$ cat src/rtl/tsen_sched_pkg.sv
// Shared types and defaults for the temperature-sensor conversion scheduler.
// Contents:
//   DataWDef         default width of one conversion result
//   TimeoutCyclesDef default cycle budget from start pulse to abort
//   state_e          scheduler FSM states
package tsen_sched_pkg;

  localparam int unsigned DataWDef         = 24;
  localparam int unsigned TimeoutCyclesDef = 4096;

  typedef enum logic [2:0] {
    StIdle,
    StStart,
    StConvert,
    StCapture,
    StNext
  } state_e;

endpackage

$ cat src/rtl/tsen_period_timer.sv
// Free-running period counter that produces the sequence tick.
// Ports:
//   clk_i    clock, rising edge
//   rst_i    asynchronous active-high reset
//   en_i     counting enable; while low the counter is held at 0
//   period_i cycles between ticks (0 behaves as 1)
//   tick_o   high in the cycle the count reaches max(period_i,1)-1
module tsen_period_timer (
  input  logic        clk_i,
  input  logic        rst_i,
  input  logic        en_i,
  input  logic [15:0] period_i,
  output logic        tick_o
);

  logic [15:0] r_cnt;
  logic [15:0] w_max;
  logic        w_tick;

  assign w_max  = (period_i == 16'd0) ? 16'd0 : period_i - 16'd1;
  // >= rather than == so a period shortened mid-count wraps at once.
  assign w_tick = en_i && (r_cnt >= w_max);
  assign tick_o = w_tick;

  always_ff @(posedge clk_i or posedge rst_i) begin
    if (rst_i) begin
      r_cnt <= 16'd0;
    end else if (!en_i || w_tick) begin
      r_cnt <= 16'd0;
    end else begin
      r_cnt <= r_cnt + 16'd1;
    end
  end

endmodule

$ cat src/rtl/tsen_conv_sched.sv
// Sequences conversions over NumSensors temperature sensors on every period tick,
// captures results, and flags timeouts, dropped ticks and (optionally) threshold alarms.
// Optional feature: define TSEN_THRESH_EN to enable the alarm compare against thresh_i;
// without it alarm_o is tied low and thresh_i is ignored.
// Ports:
//   clk_i, rst_i   clock and asynchronous active-high reset
//   en_i           scheduler enable; low forces IDLE and restarts the period count
//   period_i       cycles between sequence ticks
//   thresh_i       alarm threshold (unsigned)
//   clr_i          clears sticky err_o / overrun_o / alarm_o
//   start_o        one-cycle start pulse to the sensor being converted
//   done_i, data_i per-sensor done level and result
//   result_o       last captured result per sensor; valid_o marks captured slices
//   upd_o          one-cycle pulse per capture
//   busy_o         sequence in progress; err_o per-sensor timeout
//   overrun_o      tick dropped while busy; alarm_o result above threshold
module tsen_conv_sched
  import tsen_sched_pkg::*;
#(
  parameter int unsigned NumSensors    = 2,
  parameter int unsigned DataW         = DataWDef,
  parameter int unsigned TimeoutCycles = TimeoutCyclesDef
) (
  input  logic                        clk_i,
  input  logic                        rst_i,
  input  logic                        en_i,
  input  logic [15:0]                 period_i,
  input  logic [DataW-1:0]            thresh_i,
  input  logic                        clr_i,
  output logic [NumSensors-1:0]       start_o,
  input  logic [NumSensors-1:0]       done_i,
  input  logic [NumSensors*DataW-1:0] data_i,
  output logic [NumSensors*DataW-1:0] result_o,
  output logic [NumSensors-1:0]       valid_o,
  output logic                        upd_o,
  output logic                        busy_o,
  output logic [NumSensors-1:0]       err_o,
  output logic                        overrun_o,
  output logic                        alarm_o
);

  localparam int unsigned IdxW = (NumSensors > 1) ? $clog2(NumSensors) : 1;
  localparam int unsigned ToW  = (TimeoutCycles > 1) ? $clog2(TimeoutCycles) : 1;
  localparam logic [ToW-1:0]  ToLast  = ToW'(TimeoutCycles - 1);
  localparam logic [IdxW-1:0] IdxLast = IdxW'(NumSensors - 1);

  state_e                      r_state, w_state_d;
  logic [IdxW-1:0]             r_idx, w_idx_d;
  logic [ToW-1:0]              r_to;
  logic [NumSensors*DataW-1:0] r_result;
  logic [NumSensors-1:0]       r_valid;
  logic                        r_upd;
  logic [NumSensors-1:0]       r_err;
  logic                        r_overrun;

  logic                  w_tick;
  logic                  w_capture;
  logic                  w_timeout;
  logic [NumSensors-1:0] w_start;
  logic [NumSensors-1:0] w_err_set;
  logic [DataW-1:0]      w_data_sel;

  tsen_period_timer u_timer (
    .clk_i   (clk_i),
    .rst_i   (rst_i),
    .en_i    (en_i),
    .period_i(period_i),
    .tick_o  (w_tick)
  );

  assign w_data_sel = data_i[r_idx*DataW +: DataW];

  always_ff @(posedge clk_i or posedge rst_i) begin
    if (rst_i) begin
      r_state <= StIdle;
      r_idx   <= '0;
    end else begin
      r_state <= w_state_d;
      r_idx   <= w_idx_d;
    end
  end

  always_comb begin
    w_state_d = r_state;
    w_idx_d   = r_idx;
    w_capture = 1'b0;
    w_timeout = 1'b0;
    if (!en_i) begin
      w_state_d = StIdle;
    end else begin
      unique case (r_state)
        StIdle: begin
          if (w_tick) begin
            w_idx_d   = '0;
            w_state_d = StStart;
          end
        end
        StStart: w_state_d = StConvert;
        StConvert: begin
          // done wins over a timeout landing in the same cycle
          if (done_i[r_idx]) begin
            w_state_d = StCapture;
          end else if (r_to == ToLast) begin
            w_timeout = 1'b1;
            w_state_d = StNext;
          end
        end
        StCapture: begin
          w_capture = 1'b1;
          w_state_d = StNext;
        end
        StNext: begin
          if (r_idx == IdxLast) begin
            w_state_d = StIdle;
          end else begin
            w_idx_d   = r_idx + 1'b1;
            w_state_d = StStart;
          end
        end
        default: w_state_d = StIdle;
      endcase
    end
  end

  // Saturates at ToLast so it cannot wrap while waiting in CONVERT.
  always_ff @(posedge clk_i or posedge rst_i) begin
    if (rst_i) begin
      r_to <= '0;
    end else if (r_state == StStart) begin
      r_to <= '0;
    end else if (r_state == StConvert && r_to != ToLast) begin
      r_to <= r_to + 1'b1;
    end
  end

  always_comb begin
    w_start   = '0;
    w_err_set = '0;
    if (r_state == StStart) w_start[r_idx] = 1'b1;
    if (w_timeout) w_err_set[r_idx] = 1'b1;
  end

  always_ff @(posedge clk_i or posedge rst_i) begin
    if (rst_i) begin
      r_result  <= '0;
      r_valid   <= '0;
      r_upd     <= 1'b0;
      r_err     <= '0;
      r_overrun <= 1'b0;
    end else begin
      r_upd <= w_capture;
      if (w_capture) begin
        r_result[r_idx*DataW +: DataW] <= w_data_sel;
        r_valid[r_idx]                 <= 1'b1;
      end
      // sticky flags: a set in the same cycle as clr_i wins
      r_err     <= (r_err & ~{NumSensors{clr_i}}) | w_err_set;
      r_overrun <= (r_overrun & ~clr_i) | (w_tick && r_state != StIdle);
    end
  end

`ifdef TSEN_THRESH_EN
  logic r_alarm;
  always_ff @(posedge clk_i or posedge rst_i) begin
    if (rst_i) begin
      r_alarm <= 1'b0;
    end else begin
      r_alarm <= (r_alarm & ~clr_i) | (w_capture && (w_data_sel > thresh_i));
    end
  end
  assign alarm_o = r_alarm;
`else
  logic w_unused_thresh;
  assign w_unused_thresh = ^thresh_i;
  assign alarm_o = 1'b0;
`endif

  assign start_o   = w_start;
  assign result_o  = r_result;
  assign valid_o   = r_valid;
  assign upd_o     = r_upd;
  assign busy_o    = (r_state != StIdle);
  assign err_o     = r_err;
  assign overrun_o = r_overrun;

endmodule

$ cat config.mk
export PLATFORM = sky130hd
export DESIGN_NAME = tsen_conv_sched
export DESIGN_NICKNAME = d
export VERILOG_FILES = /design/src/rtl/tsen_sched_pkg.sv /design/src/rtl/tsen_period_timer.sv /design/src/rtl/tsen_conv_sched.sv
export SDC_FILE = /design/constraint.sdc
export NUM_CORES = 1
export LEC_CHECK = 0
export ABC_CLOCK_PERIOD_IN_PS = 3100
export CELL_PAD_IN_SITES_DETAIL_PLACEMENT = 1
export CELL_PAD_IN_SITES_GLOBAL_PLACEMENT = 1
export CORE_ASPECT_RATIO = 1.25
export CORE_MARGIN = 2
export CORE_UTILIZATION = 35
export CTS_BUF_LIST = sky130_fd_sc_hd__clkbuf_16
export CTS_CLUSTER_DIAMETER = 80
export CTS_CLUSTER_SIZE = 28
export DETAILED_ROUTE_END_ITERATION = 10
export HOLD_SLACK_MARGIN = 0.15
export PLACE_DENSITY_LB_ADDON = 0.08
export SYNTH_ARGS = -nofsm -noshare
export SYNTH_HDL_FRONTEND = slang
export SYNTH_HIERARCHICAL = 1
export SYNTH_SLANG_ARGS = --single-unit
$ cat constraint.sdc
create_clock -name clk_i -period 3.1 [get_ports clk_i]
set_input_delay 0.775 -clock clk_i [delete_from_list [all_inputs] [get_ports clk_i]]
set_output_delay 0.775 -clock clk_i [all_outputs]
set_load 0.005 [all_outputs]
After elaboration in Yosys (flattened, before gate mapping). Cells that the tools add are included.

Bits in registers: 86. Input port bits: 94. Output and inout port bits: 58. Logic and storage cells: 76.

Add/sub/neg operators: 5. Multipliers: 1. $lt $le $gt $ge: 3. Equality and inequality tests: 9. Shift operators: 3. Mux-type cells: 26. Bitwise gates (word level): 7. Reductions and logical operators: 13.

Operators with widths (number): 48-bit bitwise mux (1); 24-bit by 34-bit variable shift with 48-bit output (first input constant) (1); 24-bit by 34-bit variable part select with 48-bit output (1); 48-bit by 7-bit variable part select with 24-bit output (1); 6-bit negator with 34-bit output (1); 16-bit 2-to-1 mux (2); 12-bit 2-to-1 mux (2); 16-bit by 1-bit adder with 16-bit output (second input constant) (1); 16-bit >= comparator (1); 16-bit zero test (1); 16-bit by 1-bit subtractor with 16-bit output (second input constant) (1); 3-bit case mux with 5 select lines (1); 12-bit by 1-bit adder with 12-bit output (second input constant) (1); 12-bit == test (second input constant) (1); 1-bit 2-to-1 mux (12); 3-bit 2-to-1 mux (4); 12-bit inequality test (second input constant) (1); 3-bit by 2-bit == test with 1-bit output (second input constant) (2); 1-bit logical AND (4); 2-bit 2-to-1 mux (2); 4-bit inequality test (second input constant) (1); 2-bit OR (2); 2-bit nonzero test (2); 3-bit by 1-bit == test with 1-bit output (second input constant) (1); other kinds (20) (20).

Longest topological paths before layout. Gate-level depths: netlist of the first run.

Depth after elaboration: 7. Gate-level depth with buffers: 14. Mapped depth without buffers: 13.

Hierarchy. Netlist of the first run, hierarchy kept.

By module, submodules not included: tsen_conv_sched (instances 1, cells an instance 216, area an instance 2929.1 sq um, seq. area each 1751.7 sq um); tsen_period_timer (instances 1, cells an instance 177, area an instance 1545.2 sq um, seq. area each 400.4 sq um).

Least setup slack after synthesis of the first run. OpenSTA, ideal clock, no wires.

Path type: input to register. Start point: in period_i[9]. End point: reg r_state[0]. Setup time: 0.120 ns. Arrival time: 3.350 ns. Data required time: 2.980 ns. Path slack: -0.370 ns. Cell stages on the path: 13. Buffers on the path: 1. Path through: nor4_2 and3b_1 nand2_1 clkbuf_1 nand2_1 ha_1 a211o_1 a221oi_1 o211ai_1 o21a_1 nor2_1 a21oi_1 and3_1.

Word-level cells in the longest chain between the ends: 6. Elaborated cells between the ends (all ways): 7. Those cells by class: 1 x add/sub; 1 x order compare; 1 x eq/ne; 1 x mux; 3 x reduce/logical.

Ends and longest elaborated chain: start, declared (RTL line tsen_conv_sched.sv:27) `input logic [15:0] period_i,`; 16-bit by 1-bit subtractor with 16-bit output / 16-bit zero test (equally long branches) (RTL line tsen_period_timer.sv:20) `assign w_max = (period_i == 16'd0) ? 16'd0 : period_i - 16'd1;`; 16-bit 2-to-1 mux * (RTL line tsen_period_timer.sv:20); 16-bit >= comparator * (RTL line tsen_period_timer.sv:22) `assign w_tick = en_i && (r_cnt >= w_max);`; 1-bit logical AND * (RTL line tsen_period_timer.sv:22); named net w_tick (RTL line tsen_conv_sched.sv:56) `logic w_tick;`; 3-bit by 2-bit inequality test with 1-bit output (no source line) *; 2-bit AND reduction (no source line) *; end signal, assigned (RTL line tsen_conv_sched.sv:75) `r_state <= StIdle;`; end signal, assigned (RTL line tsen_conv_sched.sv:78) `r_state <= w_state_d;`; end, declared (RTL line tsen_conv_sched.sv:47) `state_e r_state, w_state_d;`.

The timed path passes the listed nets; every way through them passes the cells marked *. A chain may end at the register's enable or synchronous reset.

Worst setup path after layout of the first run.
Start point: in period_i[2]. End point: reg r_state[0].

The elaborated chain is that of the path after synthesis.

==> results of run 1 <==
placed cells by master (no fill, tap or decap), types with 3 or more instances in the layout:
cell                              Yosys  layout
sky130_fd_sc_hd__inv_2                1       3
sky130_fd_sc_hd__buf_6                3      10
sky130_fd_sc_hd__clkbuf_2             0       3
sky130_fd_sc_hd__xor2_1               8       8
sky130_fd_sc_hd__nand2_1             30      27
sky130_fd_sc_hd__nand2_2              1       4
sky130_fd_sc_hd__nor2_1              12      11
sky130_fd_sc_hd__o31ai_1              5       5
sky130_fd_sc_hd__or3_1                3       3
sky130_fd_sc_hd__nor3_1              26      11
sky130_fd_sc_hd__clkbuf_16            0       9
sky130_fd_sc_hd__inv_1               12      10
sky130_fd_sc_hd__mux2i_1              4       3
sky130_fd_sc_hd__nor3_4               0       4
sky130_fd_sc_hd__o21a_1               3       3
sky130_fd_sc_hd__mux2_1              12      12
sky130_fd_sc_hd__mux2_2              36      36
sky130_fd_sc_hd__buf_2                1       3
sky130_fd_sc_hd__clkdlybuf4s50_1      0     112
sky130_fd_sc_hd__nand3_1             15      14
sky130_fd_sc_hd__xnor2_1             17      17
sky130_fd_sc_hd__dlygate4sd2_1        0       3
sky130_fd_sc_hd__nor3_2               0      11
sky130_fd_sc_hd__nand4b_1             3       3
sky130_fd_sc_hd__clkdlybuf4s15_1      0       3
sky130_fd_sc_hd__nand2b_1             4       4
sky130_fd_sc_hd__nand3b_1             3       3
sky130_fd_sc_hd__dfrtp_1             86      86
sky130_fd_sc_hd__ha_4                 0       4
sky130_fd_sc_hd__and3_1               3       3
sky130_fd_sc_hd__o22ai_1              3       3
sky130_fd_sc_hd__ha_1                20      16
sky130_fd_sc_hd__nand4_1             10      10
sky130_fd_sc_hd__o211ai_1             4       4
sky130_fd_sc_hd__a21oi_1              7       6
sky130_fd_sc_hd__buf_4                3      43
sequential cells by signal (all words and copies together) (netlist names), 2 cells and up:
register / cells
valid_o: 2
err_o: 2
result_o: 48
r_state: 3
r_to: 12
u_timer/r_cnt: 16
synth_stat cells (2+ instances only):
cell type,number,area (sq um)
sky130_fd_sc_hd__xnor2_1,17,148.9
sky130_fd_sc_hd__and3b_1,2,17.52
sky130_fd_sc_hd__nand4b_1,3,26.28
sky130_fd_sc_hd__and2_1,2,12.51
sky130_fd_sc_hd__xor2_1,8,70.07
sky130_fd_sc_hd__and3_1,3,18.77
sky130_fd_sc_hd__nand3b_1,3,22.52
sky130_fd_sc_hd__inv_1,12,45.04
sky130_fd_sc_hd__o31ai_2,2,25.02
sky130_fd_sc_hd__buf_4,3,22.52
sky130_fd_sc_hd__a211oi_1,2,15.01
sky130_fd_sc_hd__nor4_1,4,25.02
sky130_fd_sc_hd__mux2i_1,4,40.04
sky130_fd_sc_hd__a221oi_1,2,17.52
sky130_fd_sc_hd__buf_6,3,33.78
sky130_fd_sc_hd__ha_1,20,250.2
sky130_fd_sc_hd__o211ai_1,4,30.03
sky130_fd_sc_hd__and4_1,3,26.28
sky130_fd_sc_hd__o21a_1,3,22.52
sky130_fd_sc_hd__nand2b_1,4,25.02
sky130_fd_sc_hd__clkbuf_1,6,22.52
sky130_fd_sc_hd__a21oi_1,7,35.03
sky130_fd_sc_hd__a21o_1,2,15.01
sky130_fd_sc_hd__o21ai_0,3,15.01
sky130_fd_sc_hd__dfrtp_1,86,2152
sky130_fd_sc_hd__nor2_1,12,45.04
sky130_fd_sc_hd__or4_1,2,15.01
sky130_fd_sc_hd__nor2b_1,2,12.51
sky130_fd_sc_hd__o31ai_1,5,37.54
sky130_fd_sc_hd__nand3_1,15,75.07
sky130_fd_sc_hd__nor4_2,2,25.02
sky130_fd_sc_hd__a32o_1,2,20.02
sky130_fd_sc_hd__nand2_1,30,112.6
sky130_fd_sc_hd__nor3_1,26,130.1
sky130_fd_sc_hd__o22ai_1,3,18.77
sky130_fd_sc_hd__nand4_1,10,62.56
sky130_fd_sc_hd__or3_1,3,18.77
sky130_fd_sc_hd__mux2_1,12,135.1
sky130_fd_sc_hd__mux2_2,36,405.4
sky130_fd_sc_hd__nand4_2,2,25.02
cells by family after synthesis:
kind of cell             after synthesis
AND/OR/NAND/NOR                      138
AO/OA/AOI/OAI                         44
other                                  1
XOR/XNOR                              25
flip-flops                            86
adder cells (fa/ha/maj)               20
buffers and inverters                 27
multiplexers                          52
worst paths after layout:
check / start / endpoint / slack, ps
max in group asynchronous: rst_i / result_o[39] / 1570
worst max register to register: u_timer/r_cnt[0] / u_timer/r_cnt[3] / 960
worst max-delay path: period_i[2] / r_state[0] / -70
worst min register to register: valid_o[0] / valid_o[0] / 470
min in group asynchronous: rst_i / result_o[33] / 860
worst min-delay path: valid_o[0] / valid_o[0] / 470
area by class of cell:
type,instances,area share
timing repair buffer,179,0.2443
sequential,86,0.3134
clock inverter,7,0.01130
inverter,14,0.007652
multi-input combinational,281,0.3600
tap,168,0.03061
clock buffer,9,0.03279
power breakdown:
| part | switching, mW | internal [mW] |
|---|---|---|
| logic | 0.185 | 0.271 |
| clock network | 0.466 | 0.635 |
| registers | 0.0555 | 1.18 |
metrics by stage:
stage,setup TNS [ps],util,std cells
final,-82.41,0.5449,744
after CTS,0,0.5337,741
after global placement,-11980,0.4919,715
after global routing,-2107,0.5449,744
after floorplan,-768.0,-,393
after detailed placement,-13310,0.4919,715
metal layers:
layer / vias up / share of wire / GRT usage
li1: 1793 / - / -
met1: 1893 / 0.39 / 0.2208
met2: 84 / 0.55 / 0.3541
met3: 24 / 0.034 / 0.03720
met4: 0 / 0.022 / 0.07529
met5: - / 0 / 0
repair_timing:
action / 4_1_cts / 5_1_grt
gates cloned: 2 / 0
endpoints found under the setup margin: 19 / 19
gates resized for setup: 66 / 34
setup buffers: 8 / 4
pin swaps: 24 / 25
critical path: stages:
cell	delay, ps
sky130_fd_sc_hd__buf_8	100
sky130_fd_sc_hd__nor4_4	280
sky130_fd_sc_hd__buf_4	190
sky130_fd_sc_hd__buf_6	100
sky130_fd_sc_hd__nand4_1	170
sky130_fd_sc_hd__buf_4	200
sky130_fd_sc_hd__a21oi_4	160
sky130_fd_sc_hd__ha_4	220
sky130_fd_sc_hd__o21a_1	180
sky130_fd_sc_hd__a221oi_2	300
sky130_fd_sc_hd__o211ai_1	170
sky130_fd_sc_hd__o21a_1	240
sky130_fd_sc_hd__nor2_1	90
sky130_fd_sc_hd__a21oi_1	70
sky130_fd_sc_hd__and3_1	150
==> results.md, run 1 <==
* Main flop type after synthesis: sky130_fd_sc_hd__dfrtp_1
* Kind of end point of the critical path: register
* Clock tree from TritonCTS: yes
* Static Leak at 3.070 nW
* Kind of path behind the tightest hold check: reg -> reg
* Basic-gate share of the synthesized area counting and, or, nand and nor cells at 0.1787
* Worst hold path stage count at 1
* I/O pin total at 152
* Dominant combinational cell family by area after synthesis: simple AND/OR/NAND/NOR gates
* Synthesized-area fraction occupied by ao, oa, aoi and oai cells at 0.07438
* Power per standard cell area at 406.6 nW/um^2
* Setup repair after global routing missed its margin: yes
* Post-Synthesis Cell Area at 4474 sq um
* Synthesized-area fraction occupied by xor and xnor cells at 0.04894
* Max-capacitance violation count at 0
* Max Transition Viols Final at 0
* Setup slack of the critical path after layout at -65.38 ps
* Wire length of the first global-routing pass at 20910 microns
* Clock sinks at 86
* Worst slew pin tran at 744.6 ps
* Maximum number of pins on one net before global-route repair at 27
* Horiz. Die Dim at 105.1 microns
* Peak fanout along the critical path at 5
* Sequential element share of the synthesized area at 0.4810
* IR Drop Worst-Case VDD at 0.2330 mV
* Syn nets at 507
* Multi-input gate area in the final layout at 2472 sq um
* Result of the run: finished with violations
* Placement row count at 46
* Core box area at 12600 sq um
* Mux cell area share after synthesis at 0.1298
* Clock slew at the register clock pins of the worst setup and hold paths at 70 ps
* DRT Wirelength at 12860 microns
* Fillcell total at 1327
* Number of input and output port buffers inserted at 126
* Initial Utilization at 0.3550
* Dpl ws at -798.8 ps
* DPL Wire Length at 9632 microns
* Share of async-settable or async-resettable flops after synthesis at 1.000
* Number of design rule violations left after detail routing at 0
* Post-synthesis share of cell area spent on full adders, half adders and majority gates at 0.05593
* WL/cell at 17.29 microns
* Number of different library cells in the post-synthesis netlist at 63
* Register area at 2152 sq um
* Antenna violations before repair at 0
* Clock latency on the worst-skew pair at 340 ps
* Via-to-Cell Ratio at 5.099
* Number of endpoints failing setup at the final stage at 4
* Warnings from Yosys at 6
* Kind of start point of the critical path: input port
* Die ar. at 13710 sq um
* Final #Nets at 685
* Final Power at 2.793 mW
* H-tree depth at 3
* Average size of a mapped cell at 11.38 sq um
* Die Height at 130.4 microns
* Placed cell area at 6200 sq um
* Root Buffer: sky130_fd_sc_hd__clkbuf_16
* Final worst path period need at 3165 ps
* Part of the cycle the worst path needs at 1.021
* Number of DRC markers after the initial detailed-route iteration at 82
* Vias at 3794
* Required @ worst endpoint at 3320 ps
* Final design area excluding fillers at 6868 sq um
* Skew final at 9.430 ps
* Total global-route track usage at 0.1921
* ANT nets after route at 0
* Share of final-layout standard cells stronger than drive strength 1 at 0.2899
* Number of iterations in the first detailed-routing pass at 4
* Number of hold-repair buffers added at the cts stage at 0
* Relative slew slack at 0.4958
* Failing checks: setup timing
* Layout overhead on the synthesized area at 53.50%
* Final estimated routing congestion in global placement at 0.7691
* Crit path DAT at 3390 ps
* Grt total ovfl at 0
* Worst hold slack at 467.1 ps
* Post-synth EDFFs at 0
* Vias in the first global route at 4099
* Antenna diode count at 0
* Final hold violation count at 0
* Post-synthesis instance total at 393
* Maximum root-to-sink buffer count at 2
* Register bit count reported by yosys at 86
* Maximum clock rate at 315.9 MHz
* Crit Path Category: in -> reg
* Register-to-Register Path Depth at 8
* Cts bufs inserted at 9
Note: power is estimated with default switching activity, not from simulation.
==> run 2, diff against run 1 <==
--- a/config.mk
+++ b/config.mk
@@ -13,7 +13,7 @@
 export CORE_UTILIZATION = 35
 export CTS_BUF_LIST = sky130_fd_sc_hd__clkbuf_16
 export CTS_CLUSTER_DIAMETER = 80
-export CTS_CLUSTER_SIZE = 28
+export CTS_CLUSTER_SIZE = 24
 export DETAILED_ROUTE_END_ITERATION = 10
 export HOLD_SLACK_MARGIN = 0.15
 export PLACE_DENSITY_LB_ADDON = 0.08
==> results of run 2 <==
No change in the layout: final DEF, timing and power equal those of run 1.
